## src/rtl/serial_subtractor.sv

```systemverilog
// Bit-serial subtractor: one full-subtractor cell with a registered borrow
// computes a - b LSB-first over WIDTH cycles behind a start/ready handshake.
module serial_subtractor #(
  parameter int WIDTH = 8
) (
  input  logic             clk,
  input  logic             rst,
  input  logic             start,
  input  logic [WIDTH-1:0] a,
  input  logic [WIDTH-1:0] b,
  output logic             ready,
  output logic             busy,
  output logic             diff_bit,
  output logic             diff_bit_valid,
  output logic [WIDTH-1:0] diff,
  output logic             borrow,
  output logic             overflow,
  output logic             done
);

  localparam int CNT_W = (WIDTH > 2) ? $clog2(WIDTH) : 1;
  localparam logic [CNT_W-1:0] LAST_BIT = CNT_W'(WIDTH - 1);

  typedef enum logic [1:0] {
    IDLE = 2'd0,
    RUN  = 2'd1,
    DONE = 2'd2
  } state_e;

  state_e           state_q, state_d;
  logic [WIDTH-1:0] aSh_q, aSh_d;
  logic [WIDTH-1:0] bSh_q, bSh_d;
  logic [WIDTH-1:0] res_q, res_d;
  logic             aMsb_q, aMsb_d;
  logic             bMsb_q, bMsb_d;
  logic             brw_q, brw_d;
  logic [CNT_W-1:0] cnt_q, cnt_d;
  logic             diffBit_q, diffBit_d;
  logic             diffBitValid_q, diffBitValid_d;
  logic [WIDTH-1:0] diff_q, diff_d;
  logic             borrow_q, borrow_d;
  logic             overflow_q, overflow_d;

  logic cellX, cellY, cellD, cellBo;
  logic [WIDTH-1:0] resNext;

  // The single full-subtractor cell, fed by the operand LSBs and the borrow register.
  always_comb begin
    cellX  = aSh_q[0];
    cellY  = bSh_q[0];
    cellD  = cellX ^ cellY ^ brw_q;
    cellBo = (~cellX & cellY) | (~(cellX ^ cellY) & brw_q);
    resNext = {cellD, res_q[WIDTH-1:1]};
  end

  always_comb begin
    state_d        = state_q;
    aSh_d          = aSh_q;
    bSh_d          = bSh_q;
    res_d          = res_q;
    aMsb_d         = aMsb_q;
    bMsb_d         = bMsb_q;
    brw_d          = brw_q;
    cnt_d          = cnt_q;
    diffBit_d      = diffBit_q;
    diffBitValid_d = 1'b0;
    diff_d         = diff_q;
    borrow_d       = borrow_q;
    overflow_d     = overflow_q;

    unique case (state_q)
      IDLE: begin
        if (start) begin
          aSh_d   = a;
          bSh_d   = b;
          aMsb_d  = a[WIDTH-1];
          bMsb_d  = b[WIDTH-1];
          res_d   = '0;
          brw_d   = 1'b0;
          cnt_d   = '0;
          state_d = RUN;
        end
      end
      RUN: begin
        diffBit_d      = cellD;
        diffBitValid_d = 1'b1;
        res_d          = resNext;
        aSh_d          = aSh_q >> 1;
        bSh_d          = bSh_q >> 1;
        brw_d          = cellBo;
        cnt_d          = cnt_q + 1'b1;
        // Results are published only on the final bit, so an aborted run leaves nothing behind.
        if (cnt_q == LAST_BIT) begin
          state_d    = DONE;
          diff_d     = resNext;
          borrow_d   = cellBo;
          overflow_d = (aMsb_q != bMsb_q) && (cellD != aMsb_q);
        end
      end
      DONE: begin
        state_d = IDLE;
      end
      default: begin
        state_d = IDLE;
      end
    endcase
  end

  always_ff @(posedge clk or posedge rst) begin
    if (rst) begin
      state_q        <= IDLE;
      aSh_q          <= '0;
      bSh_q          <= '0;
      res_q          <= '0;
      aMsb_q         <= 1'b0;
      bMsb_q         <= 1'b0;
      brw_q          <= 1'b0;
      cnt_q          <= '0;
      diffBit_q      <= 1'b0;
      diffBitValid_q <= 1'b0;
      diff_q         <= '0;
      borrow_q       <= 1'b0;
      overflow_q     <= 1'b0;
    end else begin
      state_q        <= state_d;
      aSh_q          <= aSh_d;
      bSh_q          <= bSh_d;
      res_q          <= res_d;
      aMsb_q         <= aMsb_d;
      bMsb_q         <= bMsb_d;
      brw_q          <= brw_d;
      cnt_q          <= cnt_d;
      diffBit_q      <= diffBit_d;
      diffBitValid_q <= diffBitValid_d;
      diff_q         <= diff_d;
      borrow_q       <= borrow_d;
      overflow_q     <= overflow_d;
    end
  end

  assign ready          = (state_q == IDLE);
  assign busy           = (state_q == RUN);
  assign done           = (state_q == DONE);
  assign diff_bit       = diffBit_q;
  assign diff_bit_valid = diffBitValid_q;
  assign diff           = diff_q;
  assign borrow         = borrow_q;
  assign overflow       = overflow_q;

endmodule

```

## config.mk

```make
export PLATFORM = sky130hd
export DESIGN_NAME = serial_subtractor
export DESIGN_NICKNAME = d
export VERILOG_FILES = /design/src/rtl/serial_subtractor.sv
export SDC_FILE = /design/constraint.sdc
export NUM_CORES = 1
export LEC_CHECK = 0
export ABC_AREA = 1
export ABC_CLOCK_PERIOD_IN_PS = 3700
export BUFFER_PORTS_ARGS = -buffer_cell sky130_fd_sc_hd__buf_2
export CORE_MARGIN = 8
export CORE_UTILIZATION = 59
export DETAILED_ROUTE_END_ITERATION = 16
export HOLD_SLACK_MARGIN = 0.1
export PLACE_DENSITY = 0.83
export SLEW_MARGIN = 0
export SYNTH_ARGS = -nofsm -noshare
export SYNTH_HDL_FRONTEND = slang
export SYNTH_SLANG_ARGS = --single-unit
```

## constraint.sdc

```tcl
create_clock -name clk -period 3.7 [get_ports clk]
set_clock_uncertainty 0.2 [all_clocks]
set_input_delay 0.74 -clock clk [delete_from_list [all_inputs] [get_ports clk]]
set_output_delay 0.74 -clock clk [all_outputs]
set_load 0.1 [all_outputs]
```

# After elaboration in Yosys (flattened, before gate mapping)
# Index checks and enable logic that the tools add are counted.
[totals]
ff_bits = 44
latchBits = 0
ram_bits = 0
romBits = 0
inputBits = 19
out_inout_bits = 15
word_cells = 49
memories = 0
[classes]
n_addsub = 1
mul = 0
div_mod_pow = 0
magnitude_cmp = 0
eq_ne = 7
shifts = 0
n_mux = 14
n_bitwise = 7
reduce_logical = 7
[ops]
columns = ["cell", "n"]
rows = [
  ["8-bit one-hot mux with 2 select lines", 3],
  ["8-bit two-way mux", 3],
  ["2-bit AND reduction", 4],
  ["3-bit one-hot mux with 2 select lines", 1],
  ["2-bit two-way mux", 2],
  ["2-bit one-hot mux with 2 select lines", 1],
  ["3-bit by 1-bit adder with 3-bit output (second input constant)", 1],
  ["3-bit == test (second input constant)", 1],
  ["3-bit two-way mux", 1],
  ["1-bit AND", 2],
  ["2-bit by 1-bit == test with 1-bit output (second input constant)", 1],
  ["2-bit == test (second input constant)", 1],
  ["2-bit logical NOT", 1],
  ["1-bit two-way mux", 2],
  ["1-bit != test", 2],
  ["2-bit by 1-bit != test with 1-bit output (second input constant)", 1],
  ["2-bit != test (second input constant)", 1],
  ["1-bit NOT", 2],
  ["1-bit one-hot mux with 2 select lines", 1],
  ["2-bit nonzero test", 1],
  ["1-bit bitwise XOR", 2],
  ["1-bit logical AND", 1],
  ["1-bit bitwise OR", 1],
]

# Logic depth before layout (Yosys ltp)
[logic_depth]
ltp_word = 5
ltp_mapped = 7
ltp_nobuf = 7

# Least setup slack after synthesis
# Ideal clock, no wire load.
[synth_path]
kind = "register to output"
from = "register state_q[1]"
to = "output done"
arrival_ns = 1.940
required_ns = 2.760
setup_slack_ns = 0.820
stages_incl_launch_ff = 4
n_path_buf = 1
cell_sequence = "dfrtp_1 > inv_2 > buf_2 > nor2_1"
[synth_via]
elab_chain_cells = 1
[synth_lines]
columns = ["element", "line_no", "source"]
rows = [
  ["from (decl)", "30", "state_e state_q, state_d;"],
  ["from (signal assigned)", "125", "state_q <= state_d;"],
  ["2-bit == test", "143", "assign done = (state_q == DONE);"],
  ["to (decl)", "18", "output logic done"],
]
# Every way passes these cells.

# Worst setup path after layout
[layout_path]
from = "register state_q[0]"
to = "output busy"
[layout_via]
elab_chain_cells = 1
[layout_lines]
columns = ["element", "line_no", "source"]
rows = [
  ["2-bit by 1-bit == test with 1-bit output", "142", "assign busy = (state_q == RUN);"],
  ["to (decl)", "12", "output logic busy,"],
]
# Every way passes these cells.

==> results.sh <==
export IMPL_start_util_pct=60.0
export IMPL_syn_area_mm2=0.00194
export IMPL_cp_start_kind="flip-flop"
export IMPL_vias=1502
export IMPL_first_pass_iters=4
export IMPL_grt_pass1_vias=1453
export IMPL_max_freq_mhz=355
export IMPL_hold_buffers=0
export IMPL_core_area_mm2=0.00323
export IMPL_min_period_over_period_pct=76.0
export IMPL_row_count=21
export IMPL_run_status="finished, final reports clean"
export IMPL_h_tree_depth=2
export IMPL_path_clk_slew_ns=0.11
export IMPL_n_antenna_cell=0
export IMPL_cap_violations=0
export IMPL_postCtsSetupBuffers=0
export IMPL_antenna_found_initial=0
export IMPL_clock_sinks=43
export IMPL_worst_setup_path_type="flip-flop to primary output"
export IMPL_yosysWarnings=0
export IMPL_root_buffer="clkbuf_4"
export IMPL_critPathMaxFanout=19
export IMPL_setup_viol=0
export IMPL_clkLatencyLatePin_ns=0.35
export IMPL_routed_wl_um=3610
export IMPL_dieArea_mm2=0.00538
export IMPL_netlist_instances=225
export IMPL_cts_resized=0
export IMPL_grt_pass1_wl_um=6170
export IMPL_ant_nets=0
export IMPL_gp_congestion=0.722
export IMPL_synth_distinct_cells=18
export IMPL_port_buffers=33
export IMPL_dp_hpwl_um=2460
export IMPL_ys_seq_area_share_pct=55.5
export IMPL_cts_buffers=5
export IMPL_period_needed_ns=2.81
export IMPL_rsz0062_at_grt="false"
export IMPL_cp_end_kind="primary output"
export IMPL_dieWidth_um=73.3
export IMPL_cp_required_ns=2.76
export IMPL_clockBufferDepth=2
export IMPL_synth_seq_cells=43
export IMPL_layout_common_cells="nand2_1 (107), dfrtp_1 (43), buf_2 (33)"
export IMPL_grt_overflow=0
export IMPL_vias_per_cell=4.94
export IMPL_grt_max_degree=44
export IMPL_finalMaxSlewViolations=0
export IMPL_die_h_um=73.3
export IMPL_worstPathArrival_ns=1.87
export IMPL_hold_violations=0
export IMPL_syn_nets=247
export IMPL_wire_per_inst_um=11.9
export IMPL_timing_setup_tns_ns=0
export IMPL_track_usage_pct=14.8
export IMPL_cts_tree="built"
export IMPL_slew_headroom_pct=51.0
export IMPL_hold_path_class="flip-flop to flip-flop"
export IMPL_syn_area_per_cell_um2=8.61
export IMPL_drt_iter0_markers=97
export IMPL_drc=0
export IMPL_final_common_cell="nand2_1"
export IMPL_nets=279
export IMPL_worstMarginPinSlew_ns=0.736
export IMPL_io_pins=34
export IMPL_drive_gt1_share_pct=21.7
export IMPL_area_growth_pct=11.7
[Yosys cell counts (all sizes together)]
cell type | number | share of area (%)
ha | 2 | 1.3
o21ai | 24 | 8.3
nor2 | 5 | 1.4
nand2 | 109 | 22
fa | 1 | 1.0
nand3 | 15 | 3.9
buf | 9 | 3.7
dfrtp | 43 | 56
inv | 17 | 3.3
[stage by stage]
stage | util, % | setup WS, ns | instances | hold slack [ns] | area, um2
after CTS | 67.0 | 0.883 | 304 | 0.294 | 2170
after detailed placement | 64.9 | 1.28 | 296 | 0.266 | 2100
final | 67.0 | 0.887 | 304 | 0.289 | 2170
after global placement | 64.9 | 1.29 | 296 | 0.259 | 2100
after global routing | 67.0 | 0.768 | 304 | 0.316 | 2170
after floorplan | - | 0.820 | 225 | 0.242 | 1940
[logic make-up after synthesis]
logic type / Yosys count / share of synthesized area [%]
AOI/OAI and AO/OA: 24 / 8.33
adders and majority gates: 3 / 2.32
DFF: 43 / 55.5
buffers and inverters: 26 / 6.97
and+or+nand+nor: 129 / 26.9
[layer usage]
| metal | vias up | global-route usage (%) | share of wire (%) |
|---|---|---|---|
| met1 | 705 | 17.9 | 44 |
| li1 | 760 | - | - |
| met2 | 30 | 23.7 | 49 |
| met5 | - | 0 | 0 |
| met4 | 0 | 7.76 | 1.8 |
| met3 | 7 | 3.68 | 4.7 |
[registers in the layout, indices dropped and copies added, names as in the netlist]
register	count
aMsb_q	1
aSh_q	8
bMsb_q	1
bSh_q	8
borrow	1
brw_q	1
cnt_q	3
diff	8
diff_bit	1
diff_bit_valid	1
overflow	1
res_q	7
state_q	2
[final cells by class]
cell class                      count  area [um2]
Sequential cell                    43        1080
Clock buffer                        8        68.8
Timing Repair Buffer               34         173
Inverter                           17        63.8
Tap cell                           46        57.6
Fill cell                         283        1070
Multi-Input combinational cell    156         727
[final timing paths]
kind,start,endpoint,slack (ns),depth (start not counted)
max,state_q[0],busy,0.89,3
min,res_q[1],diff[0],0.29,2
max reg2reg,state_q[0],aSh_q[6],1.57,4
min reg2reg,res_q[1],diff[0],0.29,2
max in group asynchronous,rst,res_q[1],2.65,3
min in group asynchronous,rst,cnt_q[2],0.30,3
[critical path, stage by stage (launching register included)]
cell and delay [ns]:
dfrtp_1 0.84, inv_2 0.09, nor2_4 0.15, buf_2 0.45
Power is not shown: default switching activity piles up to over one toggle a cycle in this logic, so the estimate is an artifact.
